File: src/rtl/ctr_pkg.sv
// rtl/ctr_pkg.sv - register map, control bits and state type for the counter bus sequencer
package ctr_pkg;

    localparam logic [1:0] CTR_A_LOAD  = 2'd0;
    localparam logic [1:0] CTR_A_LIMIT = 2'd1;
    localparam logic [1:0] CTR_A_CTRL  = 2'd2;
    localparam logic [1:0] CTR_A_STAT  = 2'd3;

    localparam int CTRL_DIR = 0;
    localparam int CTRL_EN  = 1;

    typedef enum logic [3:0] {
        IDLE,
        WR_SETUP,
        WR_STROBE,
        WR_HOLD,
        START,
        WAIT,
        RD_SETUP,
        RD_STROBE,
        DONE
    } seq_state_t;

endpackage

File: src/rtl/seq_cycle_timer.sv
// rtl/seq_cycle_timer.sv - loadable saturating down-counter shared by strobe and timeout timing
module seq_cycle_timer #(
    parameter int WIDTH = 4
) (
    input  logic             clk,
    input  logic             rst,
    input  logic             load,
    input  logic [WIDTH-1:0] load_val,
    input  logic             dec,
    output logic             zero
);

    logic [WIDTH-1:0] cnt;

    always_ff @(posedge clk) begin
        if (rst) begin
            cnt <= '0;
        end else if (load) begin
            cnt <= load_val;
        end else if (dec && cnt != '0) begin
            cnt <= cnt - 1'b1;
        end
    end

    assign zero = (cnt == '0);

endmodule

File: src/rtl/ctr_bus_sequencer.sv
// rtl/ctr_bus_sequencer.sv - runs one counter job per request: three register writes, start, wait, status read
module ctr_bus_sequencer
    import ctr_pkg::*;
#(
    parameter int WR_PULSE = 2,
    parameter int RD_PULSE = 2,
    parameter int TIMEOUT  = 1024
) (
    input  logic       clk,
    input  logic       rst,
    input  logic       req_valid,
    output logic       req_ready,
    input  logic [7:0] req_load,
    input  logic [7:0] req_limit,
    input  logic       req_dir,
    output logic       resp_valid,
    input  logic       resp_ready,
    output logic [7:0] resp_status,
    output logic [7:0] resp_count,
    output logic       resp_timeout,
    output logic       ncs,
    output logic       nwr,
    output logic       nrd,
    output logic [1:0] a,
    output logic [7:0] din,
    output logic       start,
    input  logic [7:0] dout,
    input  logic       err,
    input  logic       ec,
    input  logic [7:0] count
);

    localparam int PMAX = (WR_PULSE > RD_PULSE) ? WR_PULSE : RD_PULSE;
    localparam int TMAX = (PMAX > TIMEOUT) ? PMAX : TIMEOUT;
    localparam int TW   = $clog2(TMAX + 1);

    seq_state_t    state, state_n;
    logic [1:0]    widx, widx_n;
    logic [7:0]    job_limit;
    logic          job_dir;
    logic [7:0]    ctrl_byte, wr_data;
    logic          tmr_load, tmr_dec, tmr_zero;
    logic [TW-1:0] tmr_val;
    logic          wait_end, wait_abort;

    seq_cycle_timer #(.WIDTH(TW)) u_timer (
        .clk      (clk),
        .rst      (rst),
        .load     (tmr_load),
        .load_val (tmr_val),
        .dec      (tmr_dec),
        .zero     (tmr_zero)
    );

    assign req_ready = (state == IDLE);

    // The load write only ever starts on the accept edge, so it takes req_load straight from the port.
    always_comb begin
        ctrl_byte           = '0;
        ctrl_byte[CTRL_EN]  = 1'b1;
        ctrl_byte[CTRL_DIR] = job_dir;
        case (widx_n)
            CTR_A_LOAD:  wr_data = req_load;
            CTR_A_LIMIT: wr_data = job_limit;
            default:     wr_data = ctrl_byte;
        endcase
    end

    always_comb begin
        state_n    = state;
        widx_n     = widx;
        tmr_load   = 1'b0;
        tmr_val    = '0;
        tmr_dec    = 1'b0;
        wait_end   = 1'b0;
        wait_abort = 1'b0;
        case (state)
            IDLE: begin
                if (req_valid) begin
                    state_n = WR_SETUP;
                    widx_n  = CTR_A_LOAD;
                end
            end
            WR_SETUP: begin
                state_n  = WR_STROBE;
                tmr_load = 1'b1;
                tmr_val  = TW'(WR_PULSE - 1);
            end
            WR_STROBE: begin
                if (tmr_zero) state_n = WR_HOLD;
                else          tmr_dec = 1'b1;
            end
            WR_HOLD: begin
                if (widx == CTR_A_CTRL) begin
                    state_n = START;
                end else begin
                    state_n = WR_SETUP;
                    widx_n  = widx + 2'd1;
                end
            end
            START: begin
                state_n  = WAIT;
                tmr_load = 1'b1;
                tmr_val  = (TIMEOUT > 0) ? TW'(TIMEOUT - 1) : '0;
            end
            WAIT: begin
                if (ec || err) begin
                    wait_end = 1'b1;
                    state_n  = RD_SETUP;
                end else if (TIMEOUT > 0 && tmr_zero) begin
                    wait_end   = 1'b1;
                    wait_abort = 1'b1;
                    state_n    = RD_SETUP;
                end else begin
                    tmr_dec = 1'b1;
                end
            end
            RD_SETUP: begin
                state_n  = RD_STROBE;
                tmr_load = 1'b1;
                tmr_val  = TW'(RD_PULSE - 1);
            end
            RD_STROBE: begin
                if (tmr_zero) state_n = DONE;
                else          tmr_dec = 1'b1;
            end
            DONE: begin
                if (resp_ready) state_n = IDLE;
            end
            default: state_n = IDLE;
        endcase
    end

    // Bus strobes are decoded from the next state so they are registered yet aligned with the state.
    always_ff @(posedge clk) begin
        if (rst) begin
            state        <= IDLE;
            widx         <= CTR_A_LOAD;
            job_limit    <= '0;
            job_dir      <= 1'b0;
            ncs          <= 1'b1;
            nwr          <= 1'b1;
            nrd          <= 1'b1;
            start        <= 1'b0;
            a            <= CTR_A_LOAD;
            din          <= '0;
            resp_valid   <= 1'b0;
            resp_status  <= '0;
            resp_count   <= '0;
            resp_timeout <= 1'b0;
        end else begin
            state      <= state_n;
            widx       <= widx_n;
            ncs        <= !(state_n inside {WR_SETUP, WR_STROBE, WR_HOLD, RD_SETUP, RD_STROBE});
            nwr        <= (state_n != WR_STROBE);
            nrd        <= (state_n != RD_STROBE);
            start      <= (state_n == START);
            resp_valid <= (state_n == DONE);
            if (state == IDLE && req_valid) begin
                job_limit <= req_limit;
                job_dir   <= req_dir;
            end
            if (state_n == WR_SETUP) begin
                a   <= widx_n;
                din <= wr_data;
            end else if (state_n == RD_SETUP) begin
                a <= CTR_A_STAT;
            end
            if (wait_end) begin
                resp_count   <= count;
                resp_timeout <= wait_abort;
            end
            if (state == RD_STROBE && tmr_zero) begin
                resp_status <= dout;
            end
        end
    end

endmodule
File: config.mk
export PLATFORM = sky130hd
export DESIGN_NAME = ctr_bus_sequencer
export DESIGN_NICKNAME = d
export VERILOG_FILES = /design/src/rtl/ctr_pkg.sv /design/src/rtl/seq_cycle_timer.sv /design/src/rtl/ctr_bus_sequencer.sv
export SDC_FILE = /design/constraint.sdc
export NUM_CORES = 1
export LEC_CHECK = 0
export BUFFER_PORTS_ARGS = -buffer_cell sky130_fd_sc_hd__buf_2
export CORE_MARGIN = 4
export CORE_UTILIZATION = 25
export CTS_CLUSTER_SIZE = 8
export DETAILED_ROUTE_END_ITERATION = 7
export SYNTH_ARGS = -nofsm -noshare
export SYNTH_HDL_FRONTEND = slang
export SYNTH_SLANG_ARGS = --single-unit
File: constraint.sdc
create_clock -name clk -period 5.5 [get_ports clk]
set_input_delay 1.375 -clock clk [delete_from_list [all_inputs] [get_ports clk]]
set_output_delay 1.375 -clock clk [all_outputs]
set_load 0.01 [all_outputs]
After elaboration in Yosys (flattened, before gate mapping)
Cells that the tools add are included.
W data, S select, Z words.
Operators by class
  add/sub/neg operators: 2
  $mul: 0
  divide/modulo/power cells: 0
  order comparisons: 0
  eq/ne operators: 19
  shift operators: 0
  mux-type cells: 26
  bitwise operators: 0
  reductions and logical operators: 15
Operators by type and width (number)
  $pmux W4 S9: 1
  $eq A4 B3 Y1 const B: 7
  $mux W4: 6
  $mux W11: 2
  $pmux W10 S2: 1
  $eq A4 B2 Y1 const B: 4
  $pmux W8 S2: 1
  $logic_not A11 Y1: 1
  $reduce_bool A11 Y1: 1
  $sub A11 B1 Y11 const B: 1
  $eq A4 B1 Y1 const B: 2
  $eq A4 B4 Y1 const B: 2
  $mux W1: 8
  $mux W2: 4
  $reduce_bool A5 Y1: 1
  $logic_not A4 Y1: 1
  $ne A4 B2 Y1 const B: 1
  $ne A4 B3 Y1 const B: 1
  $pmux W2 S2: 1
  $reduce_bool A2 Y1: 2
  $reduce_or A2 Y1: 2
  $logic_and A1 B1 Y1: 3
  $mux W3: 1
  $reduce_or A3 Y1: 1
  other kinds (7): 7
Word-level totals
  register bits after elaboration: 58
  bits in latches: 0
  memory bits (writable): 0
  ROM bits: 0
  input port bits: 39
  output and inout bits: 33
  word-level logic and storage cells: 77
  memories kept: 0

Longest topological paths before layout
  word-level depth: 7
  mapped depth: 11
  gate-level depth less buffers: 8

Cells and area by module
Synthesis repeated with hierarchy kept, for this count alone.
Unflattened totals
  cell total of the unflattened synthesis: 306
  area, all modules: 2688.8 µm²
Modules (own cells, without submodules)
  ctr_bus_sequencer: times used 1, cells each 229, area each 2014.4 µm², seq. area each 940.9 µm²
  seq_cycle_timer: times used 1, cells each 77, area each 674.4 µm², seq. area each 220.2 µm²

Least setup slack after synthesis
Ideal clock, no wire load.
  path type: in2reg
  start: in req_valid
  end: reg din[2]
  setup time: 0.071 ns
  data arrival time: 2.761 ns
  data required time: 5.429 ns
  path slack: 2.668 ns
  stages: 7
  buffers on the path: 1
  cells stage by stage: or4b_1 -> a21oi_1 -> a311oi_2 -> buf_6 -> mux2i_1 -> or3_1 -> a21oi_1
On the way
  longest elaborated chain between the ends: 4
  elaborated cells between the ends (all ways): 8
  classes of those cells: eq/ne: 2; mux: 5; reduce/logical: 1
RTL lines
  from (decl): RTL line ctr_bus_sequencer.sv:11  | input logic req_valid,
  $mux W2: RTL line ctr_bus_sequencer.sv:79  | if (req_valid) begin
  $pmux W2 S2: RTL line ctr_bus_sequencer.sv:77  | case (state)
  $eq A2 B1 Y1 or $logic_not A2 Y1 (tied branches): RTL line ctr_bus_sequencer.sv:62  | case (widx_n)
  $pmux W8 S2: RTL line ctr_bus_sequencer.sv:62
  to (signal assigned): RTL line ctr_bus_sequencer.sv:165  | din <= wr_data;
  to (decl): RTL line ctr_bus_sequencer.sv:25  | output logic [7:0] din,
Parallel ways exist; a longest one is shown, timed or not.
A chain may end at the register's enable or synchronous reset.

Worst setup path after layout
  start: in req_valid
  end: reg din[7]
Same word-level chain as after synthesis.

==> flow_results.xml <==
<?xml version="1.0" encoding="UTF-8"?>
<metrics>
  <group name="yosys">
    <metric name="library_cell_with_the_largest_summed_area_after_synthesis" unit="">sky130_fd_sc_hd__dfxtp_1</metric>
    <metric name="synth_top_cells_by_count" unit="">sky130_fd_sc_hd__dfxtp_1 (58), sky130_fd_sc_hd__nor2_1 (45), sky130_fd_sc_hd__a21oi_1 (27)</metric>
    <metric name="synth_async_sr_flop_share" unit="">0</metric>
    <metric name="synth.lib_cells_used.distinct" unit="">45</metric>
    <metric name="post-synth-top-count-cell" unit="">sky130_fd_sc_hd__dfxtp_1</metric>
    <metric name="synth_area" unit="sq um">2730</metric>
    <metric name="synthFlopType" unit="">sky130_fd_sc_hd__dfxtp_1</metric>
    <metric name="yosys-top-cells-area" unit="">sky130_fd_sc_hd__dfxtp_1 (43%), sky130_fd_sc_hd__mux2i_1 (8.4%), sky130_fd_sc_hd__nor2_1 (6.2%)</metric>
    <metric name="yosysSeqAreaShare" unit="">0.425</metric>
    <metric name="avgSynthCellArea" unit="sq um">8.42</metric>
    <metric name="number_of_synthesized_flops_with_an_enable_pin" unit="">0</metric>
    <metric name="total_nets_after_synthesis" unit="">367</metric>
    <metric name="synth-seq-cells" unit="">58</metric>
    <metric name="synthDominantCellAreaShare" unit="">0.425</metric>
    <metric name="yosysWarningCount" unit="">0</metric>
    <metric name="syn_inst" unit="">324</metric>
  </group>
  <group name="drt">
    <metric name="postRouteAntennaNets" unit="">0</metric>
    <metric name="route.detailed.drc" unit="">0</metric>
    <metric name="drt_iter0_markers" unit="">147</metric>
    <metric name="detail_route.first_pass.iterations" unit="">4</metric>
    <metric name="route.vias.total" unit="">2520</metric>
    <metric name="routed_wl" unit="um">6970</metric>
    <metric name="wl_per_cell" unit="um">13.2</metric>
    <metric name="via_per_inst" unit="">4.77</metric>
  </group>
  <group name="clock_network">
    <metric name="ctsRootBufferMaster" unit="">sky130_fd_sc_hd__clkbuf_8</metric>
    <metric name="numCtsBuffers" unit="">9</metric>
    <metric name="ctsResizeCount" unit="">0</metric>
    <metric name="cts.hold.buffers_added" unit="">0</metric>
    <metric name="clk_transition_reported_paths" unit="ns">0.06</metric>
    <metric name="htree_levels" unit="">3</metric>
    <metric name="clock_path_buffers" unit="">2</metric>
    <metric name="sink_count" unit="">58</metric>
    <metric name="post_cts_setup_buffer_count" unit="">0</metric>
    <metric name="tritoncts" unit="">yes</metric>
    <metric name="clock_latency" unit="ns">0.33</metric>
  </group>
  <group name="global_route">
    <metric name="grt_pass1_vias" unit="">2391</metric>
    <metric name="grt_max_degree" unit="">51</metric>
    <metric name="grt_pass1_wl" unit="um">11500</metric>
    <metric name="groute.usage.overall" unit="">0.111</metric>
    <metric name="grt_antenna_before_repair" unit="">0</metric>
    <metric name="global_route.overflow_total" unit="">0</metric>
  </group>
  <group name="power">
    <metric name="share_clk_of_total_power" unit="">0.307</metric>
    <metric name="p_sw" unit="uW">417</metric>
    <metric name="cellLeakagePower" unit="uW">0.00143</metric>
    <metric name="netSwitchingFraction" unit="">0.336</metric>
    <metric name="power.share.sequential" unit="">0.412</metric>
    <metric name="pwr_density_cell" unit="nW/um^2">370</metric>
    <metric name="peakVddDrop" unit="uV">142</metric>
    <metric name="comb_power_share" unit="">0.281</metric>
    <metric name="power.internal" unit="uW">825</metric>
  </group>
  <group name="floorplanning">
    <metric name="initial_core_util" unit="">0.261</metric>
    <metric name="io_pins" unit="">72</metric>
    <metric name="die_x" unit="um">112</metric>
    <metric name="core_ar" unit="sq um">10500</metric>
    <metric name="die_area" unit="sq um">12700</metric>
    <metric name="die_y" unit="um">112</metric>
    <metric name="floorplan.rows" unit="">37</metric>
  </group>
  <group name="timing">
    <metric name="timing.final.crit_period" unit="ns">3.18</metric>
    <metric name="max_slew.worst_pin.slew" unit="ns">1.10</metric>
    <metric name="finalSetupTns" unit="ns">0</metric>
    <metric name="fmaxAchievable" unit="MHz">315</metric>
    <metric name="maxSlewViolCount" unit="">0</metric>
    <metric name="worst_clock_skew" unit="ns">0.0111</metric>
    <metric name="grt_setup_unrepaired" unit="">false</metric>
    <metric name="setup_viol" unit="">0</metric>
    <metric name="max_slew_margin" unit="">0.264</metric>
    <metric name="period_share" unit="">0.577</metric>
    <metric name="endpoints_failing_hold" unit="">0</metric>
  </group>
  <group name="place">
    <metric name="post_dp_cell_area" unit="sq um">3170</metric>
    <metric name="place_hpwl" unit="um">4990</metric>
    <metric name="routability_congestion_estimate" unit="">0.784</metric>
    <metric name="port-buffer-count" unit="">71</metric>
  </group>
  <group name="layout">
    <metric name="num_antenna_cells" unit="">0</metric>
    <metric name="final_net_count" unit="">431</metric>
    <metric name="final_design_area_no_fill" unit="sq um">3360</metric>
    <metric name="final_layout_size_suffix_gt1_frac" unit="">0.253</metric>
    <metric name="area_delta_synth_final" unit="%">23.2</metric>
  </group>
  <group name="critical_path">
    <metric name="path_depth" unit="">7</metric>
    <metric name="worst_reg2reg_path_depth" unit="">6</metric>
    <metric name="cp_max_stage_cell" unit="">sky130_fd_sc_hd__nor2b_1</metric>
    <metric name="critPathTopFamily" unit="">simple AND/OR/NAND/NOR gates</metric>
    <metric name="cells_along_the_critical_path" unit="">buf_2 -&gt; nor2b_1 -&gt; nor2_1 -&gt; o32ai_1 -&gt; o21ai_2 -&gt; or3_1 -&gt; a21oi_1</metric>
    <metric name="timing.setup.critical_path_class" unit="">input port to flip-flop</metric>
    <metric name="worstSetupEndpointType" unit="">flip-flop</metric>
    <metric name="path_buf_inv" unit="">1</metric>
    <metric name="critPathRequiredTime" unit="ns">5.75</metric>
    <metric name="worst_ep_arrival_time" unit="ns">3.43</metric>
    <metric name="critPathMaxFanout" unit="">20</metric>
    <metric name="timing.critical_path.from_type" unit="">input port</metric>
    <metric name="cpPeakStageDelay" unit="ns">0.62</metric>
  </group>
  <group name="min_path">
    <metric name="min_delay_path_depth" unit="">2</metric>
    <metric name="worst_hold_path_type" unit="">flip-flop to flip-flop</metric>
  </group>
  <group name="status">
    <metric name="outcome" unit="">complete, no violations</metric>
  </group>
  <group name="job">
    <metric name="max_cap_violations" unit="">0</metric>
  </group>
</metrics>
## stage by stage
step	cells	total power (uW)	worst slack, ns	hold WS [ns]	utilization
2_1_floorplan	324	799	2.67	0.434	-
3_3_place_gp	513	859	2.11	0.444	0.303
3_5_place_dp	513	869	1.99	0.448	0.303
4_1_cts	528	1260	2.34	0.458	0.321
5_1_grt	528	1330	2.17	0.477	0.321
6_report	528	1240	2.32	0.457	0.321
## registers in the layout (all words and copies together), names as in the netlist
name / cells
a: 2
din: 8
job_dir: 1
job_limit: 8
ncs: 1
nrd: 1
nwr: 1
resp_count: 8
resp_status: 8
resp_timeout: 1
resp_valid: 1
start: 1
state: 4
u_timer.cnt: 11
widx: 2
## placed cells by master, fill, tap and decap left out, types with 4 or more instances in the layout
cell type and count:
sky130_fd_sc_hd__or3_1 8, sky130_fd_sc_hd__dfxtp_1 58, sky130_fd_sc_hd__inv_1 10, sky130_fd_sc_hd__nor4_1 6, sky130_fd_sc_hd__buf_4 6, sky130_fd_sc_hd__clkbuf_8 10, sky130_fd_sc_hd__nor2_1 45, sky130_fd_sc_hd__a31oi_1 9
sky130_fd_sc_hd__nand2b_1 5, sky130_fd_sc_hd__nor2b_1 9, sky130_fd_sc_hd__nor3_1 17, sky130_fd_sc_hd__ha_1 4, sky130_fd_sc_hd__mux2i_1 23, sky130_fd_sc_hd__a21oi_1 27, sky130_fd_sc_hd__nand2_1 25, sky130_fd_sc_hd__o21ai_0 4
sky130_fd_sc_hd__buf_2 71, sky130_fd_sc_hd__nand3_1 15
## logic make-up (layout without fill, tap and decap cells)
group	count (synthesis)	in the layout	synth area share
AND/OR/NAND/NOR	142	142	0.256
XOR/XNOR	2	2	0.00642
flip-flops	58	58	0.425
AO/OA/AOI/OAI	61	61	0.148
multiplexers	23	23	0.0844
buffers and inverters	34	102	0.0614
adder cells (fa/ha/maj)	4	4	0.0183
## metal layers
layer,up-vias,part of all wire,GRT usage
met5,-,0,0
li1,1268,-,-
met1,1169,0.44,0.136
met3,6,0.065,0.0437
met4,0,0.011,0.0353
met2,77,0.48,0.181
## worst register-to-register path, cell delays in order, from the launching register on
cell and delay [ns]:
sky130_fd_sc_hd__dfxtp_1 0.63, sky130_fd_sc_hd__nor2_1 0.20, sky130_fd_sc_hd__and2_4 0.22, sky130_fd_sc_hd__a311oi_2 0.94
sky130_fd_sc_hd__nor2b_1 0.09, sky130_fd_sc_hd__a2111oi_0 0.42, sky130_fd_sc_hd__nor3_1 0.10
## path summary, 6_finish.rpt
check / slack, ns / endpoint / startpoint
max: 2.32 / din[7] / req_valid
min: 0.46 / job_limit[7] / job_limit[7]
max reg2reg: 2.76 / din[1] / state[2]
min reg2reg: 0.46 / job_limit[7] / job_limit[7]
## layout make-up
cell class	instances	area, sq um
Fill cell	1160	7100
Multi-Input combinational cell	232	1400
Sequential cell	58	1160
Timing Repair Buffer	77	400
Tap cell	136	170
Clock buffer	10	138
Clock inverter	5	55.1
Inverter	10	37.5
## power by group through the flow
stage	combinational, uW	clock, uW	sequential [uW]
global route	394	415	519
detailed placement	349	0	520
floorplan	287	0	511
CTS	351	397	511
finish	350	381	512
global placement	340	0	519
Note: power is estimated with default switching activity, not from simulation.
